[config.mk]
export PLATFORM = sky130hd
export DESIGN_NAME = neighbor_table_ctrl_flat
export DESIGN_NICKNAME = d
export VERILOG_FILES = /design/src/rtl/neighbor_table_ctrl_if.sv /design/src/rtl/neighbor_table_ctrl.sv /design/src/flat_wrapper.sv
export SDC_FILE = /design/constraint.sdc
export NUM_CORES = 1
export LEC_CHECK = 0
export ABC_AREA = 1
export ABC_CLOCK_PERIOD_IN_PS = 2050
export CORE_UTILIZATION = 44
export DETAILED_ROUTE_END_ITERATION = 16
export GPL_ROUTABILITY_DRIVEN = 0
export PLACE_DENSITY = 0.85
export SETUP_SLACK_MARGIN = 0.15
export SYNTH_ARGS = -nofsm -noshare
export SYNTH_HDL_FRONTEND = slang
export SYNTH_SLANG_ARGS = --single-unit
[constraint.sdc]
create_clock -name clk -period 2.05 [get_ports clk]
set_input_delay 0.41 -clock clk [delete_from_list [all_inputs] [get_ports clk]]
set_output_delay 0.41 -clock clk [all_outputs]
set_load 0.02 [all_outputs]
[src/rtl/neighbor_table_ctrl_if.sv]
// Bundle between the neighbor-table sequencer and its clients: packet intake, best-neighbor scan
// result, and the single read/write port of the table storage (read is combinational at tbl_addr).
interface neighbor_table_ctrl_if #(
  parameter int WORD_WIDTH = 16,
  parameter int IDX_W      = 5
);
  logic                  pkt_valid;
  logic                  pkt_ready;
  logic [WORD_WIDTH-1:0] pkt_nodeID;
  logic [WORD_WIDTH-1:0] pkt_hops;
  logic [WORD_WIDTH-1:0] pkt_qvalue;
  logic [WORD_WIDTH-1:0] pkt_energy;
  logic [WORD_WIDTH-1:0] pkt_chhops;

  logic                  best_req;
  logic                  best_valid;
  logic                  best_none;
  logic [WORD_WIDTH-1:0] best_nodeID;
  logic [WORD_WIDTH-1:0] best_qvalue;
  logic [IDX_W-1:0]      best_idx;

  logic [IDX_W-1:0]      tbl_addr;
  logic [WORD_WIDTH-1:0] tbl_rd_nodeID;
  logic [WORD_WIDTH-1:0] tbl_rd_qvalue;
  logic                  tbl_wr_en;
  logic [WORD_WIDTH-1:0] tbl_wr_nodeID;
  logic [WORD_WIDTH-1:0] tbl_wr_hops;
  logic [WORD_WIDTH-1:0] tbl_wr_qvalue;
  logic [WORD_WIDTH-1:0] tbl_wr_energy;
  logic [WORD_WIDTH-1:0] tbl_wr_chhops;

  logic [5:0]            neighborCount;
  logic                  table_full;
  logic                  drop_pulse;

  // The controller responds to requests, so it takes the slave side.
  modport slave (
    input  pkt_valid, pkt_nodeID, pkt_hops, pkt_qvalue, pkt_energy, pkt_chhops,
    input  best_req, tbl_rd_nodeID, tbl_rd_qvalue,
    output pkt_ready, best_valid, best_none, best_nodeID, best_qvalue, best_idx,
    output tbl_addr, tbl_wr_en, tbl_wr_nodeID, tbl_wr_hops, tbl_wr_qvalue,
    output tbl_wr_energy, tbl_wr_chhops, neighborCount, table_full, drop_pulse
  );

  modport master (
    output pkt_valid, pkt_nodeID, pkt_hops, pkt_qvalue, pkt_energy, pkt_chhops,
    output best_req, tbl_rd_nodeID, tbl_rd_qvalue,
    input  pkt_ready, best_valid, best_none, best_nodeID, best_qvalue, best_idx,
    input  tbl_addr, tbl_wr_en, tbl_wr_nodeID, tbl_wr_hops, tbl_wr_qvalue,
    input  tbl_wr_energy, tbl_wr_chhops, neighborCount, table_full, drop_pulse
  );
endinterface

[src/rtl/neighbor_table_ctrl.sv]
// Neighbor table sequencer: update-or-append packets (k+2 cycles for a hit at k, n+1 for an append), max-Q scans.
// Requests are taken only in IDLE with pkt_ready high; requests outside IDLE are ignored, and HB_reset aborts anything.
module neighbor_table_ctrl #(
  parameter int WORD_WIDTH    = 16,
  parameter int MAX_NEIGHBORS = 32,
  parameter int IDX_W         = 5
) (
  input  logic                 clk,
  input  logic                 nrst,
  input  logic                 HB_reset,
  neighbor_table_ctrl_if.slave bus
);

  typedef enum logic [2:0] {S_IDLE, S_SEARCH, S_WRITE, S_SCAN, S_DONE} state_t;

  state_t                state, state_nxt;
  logic [IDX_W-1:0]      idx;
  logic [IDX_W-1:0]      tgt;
  logic                  append;
  logic [5:0]            cnt;

  logic [WORD_WIDTH-1:0] cap_id, cap_hops, cap_q, cap_energy, cap_chhops;

  logic [WORD_WIDTH-1:0] run_id, run_q;
  logic [IDX_W-1:0]      run_idx;
  logic [WORD_WIDTH-1:0] best_id, best_q;
  logic [IDX_W-1:0]      best_idx_r;
  logic                  best_none_r;
  logic                  drop_r;

  logic                  hit, last, full, take;

  assign hit  = (bus.tbl_rd_nodeID == cap_id);
  assign last = (6'(idx) == (cnt - 6'd1));
  assign full = (cnt == 6'(MAX_NEIGHBORS));
  assign take = (bus.tbl_rd_qvalue > run_q);

  always_ff @(posedge clk or negedge nrst) begin
    if (!nrst) state <= S_IDLE;
    else       state <= state_nxt;
  end

  always_comb begin
    state_nxt = state;
    if (HB_reset) begin
      state_nxt = S_IDLE;
    end else begin
      case (state)
        S_IDLE: begin
          if (bus.pkt_valid)
            state_nxt = (cnt == 6'd0) ? S_WRITE : S_SEARCH;
          else if (bus.best_req)
            state_nxt = (cnt <= 6'd1) ? S_DONE : S_SCAN;
        end
        S_SEARCH: begin
          if (hit)       state_nxt = S_WRITE;
          else if (last) state_nxt = full ? S_IDLE : S_WRITE;
        end
        S_WRITE: state_nxt = S_IDLE;
        S_SCAN:  if (last) state_nxt = S_DONE;
        S_DONE:  state_nxt = S_IDLE;
        default: state_nxt = S_IDLE;
      endcase
    end
  end

  always_ff @(posedge clk or negedge nrst) begin
    if (!nrst) begin
      idx         <= '0;
      tgt         <= '0;
      append      <= 1'b0;
      cnt         <= '0;
      cap_id      <= '0;
      cap_hops    <= '0;
      cap_q       <= '0;
      cap_energy  <= '0;
      cap_chhops  <= '0;
      run_id      <= '0;
      run_q       <= '0;
      run_idx     <= '0;
      best_id     <= '0;
      best_q      <= '0;
      best_idx_r  <= '0;
      best_none_r <= 1'b0;
      drop_r      <= 1'b0;
    end else begin
      drop_r <= 1'b0;
      if (HB_reset) begin
        // Entries are not wiped; a zero count is enough to make them dead.
        cnt <= '0;
      end else begin
        case (state)
          S_IDLE: begin
            if (bus.pkt_valid) begin
              cap_id     <= bus.pkt_nodeID;
              cap_hops   <= bus.pkt_hops;
              cap_q      <= bus.pkt_qvalue;
              cap_energy <= bus.pkt_energy;
              cap_chhops <= bus.pkt_chhops;
              idx        <= '0;
              tgt        <= '0;
              append     <= (cnt == 6'd0);
            end else if (bus.best_req) begin
              if (cnt == 6'd0) begin
                best_none_r <= 1'b1;
              end else begin
                // tbl_addr is 0 in IDLE, so entry 0 is on the read port now.
                best_none_r <= 1'b0;
                idx         <= IDX_W'(1);
                if (cnt == 6'd1) begin
                  best_id    <= bus.tbl_rd_nodeID;
                  best_q     <= bus.tbl_rd_qvalue;
                  best_idx_r <= '0;
                end else begin
                  run_id  <= bus.tbl_rd_nodeID;
                  run_q   <= bus.tbl_rd_qvalue;
                  run_idx <= '0;
                end
              end
            end
          end
          S_SEARCH: begin
            if (hit) begin
              tgt    <= idx;
              append <= 1'b0;
            end else if (last) begin
              if (full) begin
                drop_r <= 1'b1;
              end else begin
                tgt    <= cnt[IDX_W-1:0];
                append <= 1'b1;
              end
            end else begin
              idx <= idx + 1'b1;
            end
          end
          S_WRITE: begin
            if (append) cnt <= cnt + 6'd1;
          end
          S_SCAN: begin
            // The running max is kept apart so an aborted scan leaves best_* untouched.
            if (last) begin
              best_id    <= take ? bus.tbl_rd_nodeID : run_id;
              best_q     <= take ? bus.tbl_rd_qvalue : run_q;
              best_idx_r <= take ? idx : run_idx;
            end else begin
              if (take) begin
                run_id  <= bus.tbl_rd_nodeID;
                run_q   <= bus.tbl_rd_qvalue;
                run_idx <= idx;
              end
              idx <= idx + 1'b1;
            end
          end
          default: ;
        endcase
      end
    end
  end

  always_comb begin
    bus.tbl_addr = '0;
    case (state)
      S_SEARCH, S_SCAN: bus.tbl_addr = idx;
      S_WRITE:          bus.tbl_addr = tgt;
      default:          bus.tbl_addr = '0;
    endcase
  end

  assign bus.pkt_ready     = (state == S_IDLE) && !HB_reset;
  assign bus.tbl_wr_en     = (state == S_WRITE) && !HB_reset;
  assign bus.tbl_wr_nodeID = cap_id;
  assign bus.tbl_wr_hops   = cap_hops;
  assign bus.tbl_wr_qvalue = cap_q;
  assign bus.tbl_wr_energy = cap_energy;
  assign bus.tbl_wr_chhops = cap_chhops;

  assign bus.best_valid    = (state == S_DONE);
  assign bus.best_none     = best_none_r;
  assign bus.best_nodeID   = best_id;
  assign bus.best_qvalue   = best_q;
  assign bus.best_idx      = best_idx_r;

  assign bus.neighborCount = cnt;
  assign bus.table_full    = full;
  assign bus.drop_pulse    = drop_r;

endmodule

[src/flat_wrapper.sv]
// flat-port wrapper written by rule: the top's interface ports become plain ports
module neighbor_table_ctrl_flat 
#(
  parameter int WORD_WIDTH    = 16,
  parameter int MAX_NEIGHBORS = 32,
  parameter int IDX_W         = 5
)
  (clk, nrst, HB_reset, bus_pkt_valid, bus_pkt_nodeID, bus_pkt_hops, bus_pkt_qvalue, bus_pkt_energy, bus_pkt_chhops, bus_best_req, bus_tbl_rd_nodeID, bus_tbl_rd_qvalue, bus_pkt_ready, bus_best_valid, bus_best_none, bus_best_nodeID, bus_best_qvalue, bus_best_idx, bus_tbl_addr, bus_tbl_wr_en, bus_tbl_wr_nodeID, bus_tbl_wr_hops, bus_tbl_wr_qvalue, bus_tbl_wr_energy, bus_tbl_wr_chhops, bus_neighborCount, bus_table_full, bus_drop_pulse);
  neighbor_table_ctrl_if #(.WORD_WIDTH(WORD_WIDTH), .IDX_W(IDX_W)) bus_i ();
  input  logic clk;
  input  logic nrst;
  input  logic HB_reset;
  input wire logic [$bits(bus_i.pkt_valid)-1:0] bus_pkt_valid;
  input wire logic [$bits(bus_i.pkt_nodeID)-1:0] bus_pkt_nodeID;
  input wire logic [$bits(bus_i.pkt_hops)-1:0] bus_pkt_hops;
  input wire logic [$bits(bus_i.pkt_qvalue)-1:0] bus_pkt_qvalue;
  input wire logic [$bits(bus_i.pkt_energy)-1:0] bus_pkt_energy;
  input wire logic [$bits(bus_i.pkt_chhops)-1:0] bus_pkt_chhops;
  input wire logic [$bits(bus_i.best_req)-1:0] bus_best_req;
  input wire logic [$bits(bus_i.tbl_rd_nodeID)-1:0] bus_tbl_rd_nodeID;
  input wire logic [$bits(bus_i.tbl_rd_qvalue)-1:0] bus_tbl_rd_qvalue;
  output wire logic [$bits(bus_i.pkt_ready)-1:0] bus_pkt_ready;
  output wire logic [$bits(bus_i.best_valid)-1:0] bus_best_valid;
  output wire logic [$bits(bus_i.best_none)-1:0] bus_best_none;
  output wire logic [$bits(bus_i.best_nodeID)-1:0] bus_best_nodeID;
  output wire logic [$bits(bus_i.best_qvalue)-1:0] bus_best_qvalue;
  output wire logic [$bits(bus_i.best_idx)-1:0] bus_best_idx;
  output wire logic [$bits(bus_i.tbl_addr)-1:0] bus_tbl_addr;
  output wire logic [$bits(bus_i.tbl_wr_en)-1:0] bus_tbl_wr_en;
  output wire logic [$bits(bus_i.tbl_wr_nodeID)-1:0] bus_tbl_wr_nodeID;
  output wire logic [$bits(bus_i.tbl_wr_hops)-1:0] bus_tbl_wr_hops;
  output wire logic [$bits(bus_i.tbl_wr_qvalue)-1:0] bus_tbl_wr_qvalue;
  output wire logic [$bits(bus_i.tbl_wr_energy)-1:0] bus_tbl_wr_energy;
  output wire logic [$bits(bus_i.tbl_wr_chhops)-1:0] bus_tbl_wr_chhops;
  output wire logic [$bits(bus_i.neighborCount)-1:0] bus_neighborCount;
  output wire logic [$bits(bus_i.table_full)-1:0] bus_table_full;
  output wire logic [$bits(bus_i.drop_pulse)-1:0] bus_drop_pulse;
  assign bus_i.pkt_valid = bus_pkt_valid;
  assign bus_i.pkt_nodeID = bus_pkt_nodeID;
  assign bus_i.pkt_hops = bus_pkt_hops;
  assign bus_i.pkt_qvalue = bus_pkt_qvalue;
  assign bus_i.pkt_energy = bus_pkt_energy;
  assign bus_i.pkt_chhops = bus_pkt_chhops;
  assign bus_i.best_req = bus_best_req;
  assign bus_i.tbl_rd_nodeID = bus_tbl_rd_nodeID;
  assign bus_i.tbl_rd_qvalue = bus_tbl_rd_qvalue;
  assign bus_pkt_ready = bus_i.pkt_ready;
  assign bus_best_valid = bus_i.best_valid;
  assign bus_best_none = bus_i.best_none;
  assign bus_best_nodeID = bus_i.best_nodeID;
  assign bus_best_qvalue = bus_i.best_qvalue;
  assign bus_best_idx = bus_i.best_idx;
  assign bus_tbl_addr = bus_i.tbl_addr;
  assign bus_tbl_wr_en = bus_i.tbl_wr_en;
  assign bus_tbl_wr_nodeID = bus_i.tbl_wr_nodeID;
  assign bus_tbl_wr_hops = bus_i.tbl_wr_hops;
  assign bus_tbl_wr_qvalue = bus_i.tbl_wr_qvalue;
  assign bus_tbl_wr_energy = bus_i.tbl_wr_energy;
  assign bus_tbl_wr_chhops = bus_i.tbl_wr_chhops;
  assign bus_neighborCount = bus_i.neighborCount;
  assign bus_table_full = bus_i.table_full;
  assign bus_drop_pulse = bus_i.drop_pulse;
  neighbor_table_ctrl #(.WORD_WIDTH(WORD_WIDTH), .MAX_NEIGHBORS(MAX_NEIGHBORS), .IDX_W(IDX_W)) u_core (.clk(clk), .nrst(nrst), .HB_reset(HB_reset), .bus(bus_i));
endmodule
==> impl_metrics.tcl <==
set metrics [dict create \
    numClockSinks 176 \
    cts-root-buf "clkbuf_16" \
    slew_headroom_pct 66.1 \
    nets 1505 \
    fmax_mhz 434 \
    cts_htree_levels 4 \
    die-height_um 146 \
    pin_count 251 \
    num_antenna_cells 0 \
    yosysUniqueCellTypes 35 \
    core_area_mm2 0.0203 \
    dp_slack_ns -0.513 \
    outcome "finished with violations" \
    die_w_um 146 \
    synthCells 970 \
    drc 0 \
    min_period_ns 2.30 \
    async_flop_share_pct 100 \
    yosysTopAreaCellShare_pct 48.1 \
    nFillCells 1124 \
    cts_tree "built" \
    finalSetupViolCount 127 \
    place_inst 1536 \
    clk_pin_slew_ns 0.08 \
    routedWlPerCell_um 23.0 \
    synth.avg_cell_area_um2 9.44 \
    synth-edff-count 0 \
    fp.dieArea_mm2 0.0214 \
    synth_area_leaders "dfrtp_1, nand2_1, mux2_4, nand3_1, inv_1" \
    clock_latency_ns 0.45 \
    ir_drop_v 0.00101 \
    synth_top_cell_by_area "dfrtp_1" \
    drv_cap 0 \
    ys_ff_latch 176 \
    drt_pre_antenna_iters 8 \
    grtUsageTotal_pct 29.8 \
    first_iter_violations 743 \
    tightest_slew_ns 0.509 \
    syn_area_mm2 0.00916 \
    wl_mm 37.9 \
    grt_pass1_wl_mm 48.8 \
    cts_made_buffers 17 \
    critPathRequiredTime_ns 2.38 \
    yosysMostFrequentCell "nand2_1" \
    power.leakage_nw 7.60 \
    arrival_ns 2.63 \
    synth-seq-area-share_pct 48.1 \
    clock_path_buffers 2 \
    ys_warn_count 0 \
    hpwl_mm 19.2 \
    p_per_area_mw_per_mm2 1360 \
    antenna_found_initial 0 \
    layout.cells.non_filler 1651 \
    drive_above_1_share_pct 40.3 \
    violations "negative setup slack" \
    fin_setup_tns_ns -12.96 \
    finalClockSkew_ns 0.0204 \
    synthToLayoutAreaGrowth_pct 72.6 \
    rows 52 \
    synth_nets 1107 \
    ys_top_cells_by_count "nand2_1, dfrtp_1, nand3_1" \
    avgViaCountPerCell 5.61 \
    crit_path_end_kind "register" \
    grt_setup_unrepaired "true" \
    grt_pass1_vias 9127 \
    initial_core_util_pct 45.1 \
    critPathMaxFanout 6 \
    finalHoldWorstSlack_ns 0.337 \
    overflow 0 \
    worst_slack_ns -0.252 \
    final-max-slew-violation-count 0 \
    ys.flop_type "dfrtp_1" \
    vias 9266 \
    ant_nets 0 \
    hold_violations 0 \
    grt_max_degree 77 \
    portBuffers 250 \
    holdCritPathClass "in -> async" \
    setup.worst_path.start_class "register" \
    path_class "reg -> reg" \
    timing.final.crit_share_pct 112 \
    reg2regPathDepth 15 \
]
## cell usage in the layout (no fill, tap or decap), types with 5 or more instances in the layout
cell type and n:
buf_12 24, clkdlybuf4s50_1 196, a21oi_1 11, nand2_4 9, nor2_1 24, xor2_1 16, dlymetal6s2s_1 18, a21oi_2 7
ha_4 9, nand2_1 218, nor2_4 18, clkbuf_16 29, inv_1 75, mux2_4 69, ha_1 11, inv_6 5
buf_4 81, nand2_2 66, mux2_2 8, buf_16 12, inv_8 5, o21ai_0 12, nand3_2 82, inv_2 23
dfrtp_1 173, buf_6 37, buf_8 6, nand3_4 31, dlygate4sd2_1 26, nand3_1 23
## through the flow
stage                     power, mW  instance area (um^2)  util, %
final                          21.5                 15800     77.8
after global routing           22.2                 15800     77.8
after CTS                      19.6                 14600     71.8
after detailed placement       14.7                 12700     62.4
after global placement         14.4                 12700     62.4
after floorplan                10.8                  9400        -
## where the power goes
part           switching (mW)  total [mW]  internal [mW]
sequential               1.11        5.97           4.86
clock                    1.65        3.52           1.87
combinational            6.13        12.0           5.87
## kinds of logic after synthesis
group / Yosys count / share of synthesized area, %
flops: 176 / 48.1
buf+inv: 141 / 7.71
xor+xnor: 19 / 1.90
mux: 77 / 12.1
fa+ha+maj: 20 / 2.73
compound gates: 48 / 2.98
simple gates: 489 / 24.5
## final cells by class
type	instances	area, um^2	share of cell area [%]
clock buffer	17	425	2.69
clock inverter	15	191	1.21
inverter	104	413	2.61
multi-input combinational	655	5340	33.8
sequential	176	4410	27.9
tap	270	338	2.14
timing repair buffer	414	4680	29.6
## per-layer routing
layer | track usage (%) | share of wire (%) | wire length [um]
met1 | 32.2 | 34 | 12800
met2 | 53.0 | 51 | 19300
met3 | 8.44 | 8.9 | 3390
met4 | 15.3 | 6.4 | 2430
met5 | 0 | 0 | 0
## final timing paths
kind,from,endpoint,slack [ns]
min,nrst,u_core.bus.best_qvalue[9],0.34
min in group clk,u_core.run_id[1],u_core.run_id[1],0.48
max in group asynchronous,nrst,u_core.bus.neighborCount[1],0.97
min reg2reg,u_core.run_id[1],u_core.run_id[1],0.48
max,u_core.run_q[7],u_core.run_q[14],-0.25
max reg2reg,u_core.run_q[7],u_core.run_q[14],-0.25
## worst max-delay path, cell delays in order, from the launching register on
cell and delay, ns:
dfrtp_1 0.41, inv_1 0.10, ha_1 0.33, nand2_2 0.10, nor2_1 0.07, nor2_1 0.16, nand2_1 0.09, nand2_2 0.08
nand2_4 0.06, nand2_4 0.13, buf_8 0.15, buf_12 0.10, buf_16 0.14, nand3_4 0.10, nand3_2 0.09, nand2_1 0.05
## timing repair
action,in CTS,in global routing
endpoints found under the setup margin,181,196
gates resized for setup,257,180
endpoints found under the hold margin,6,0
hold buffers,1,0
setup buffers,29,23
gates cloned,13,17
pin swaps,67,61
(Power assumes the default switching activity.)
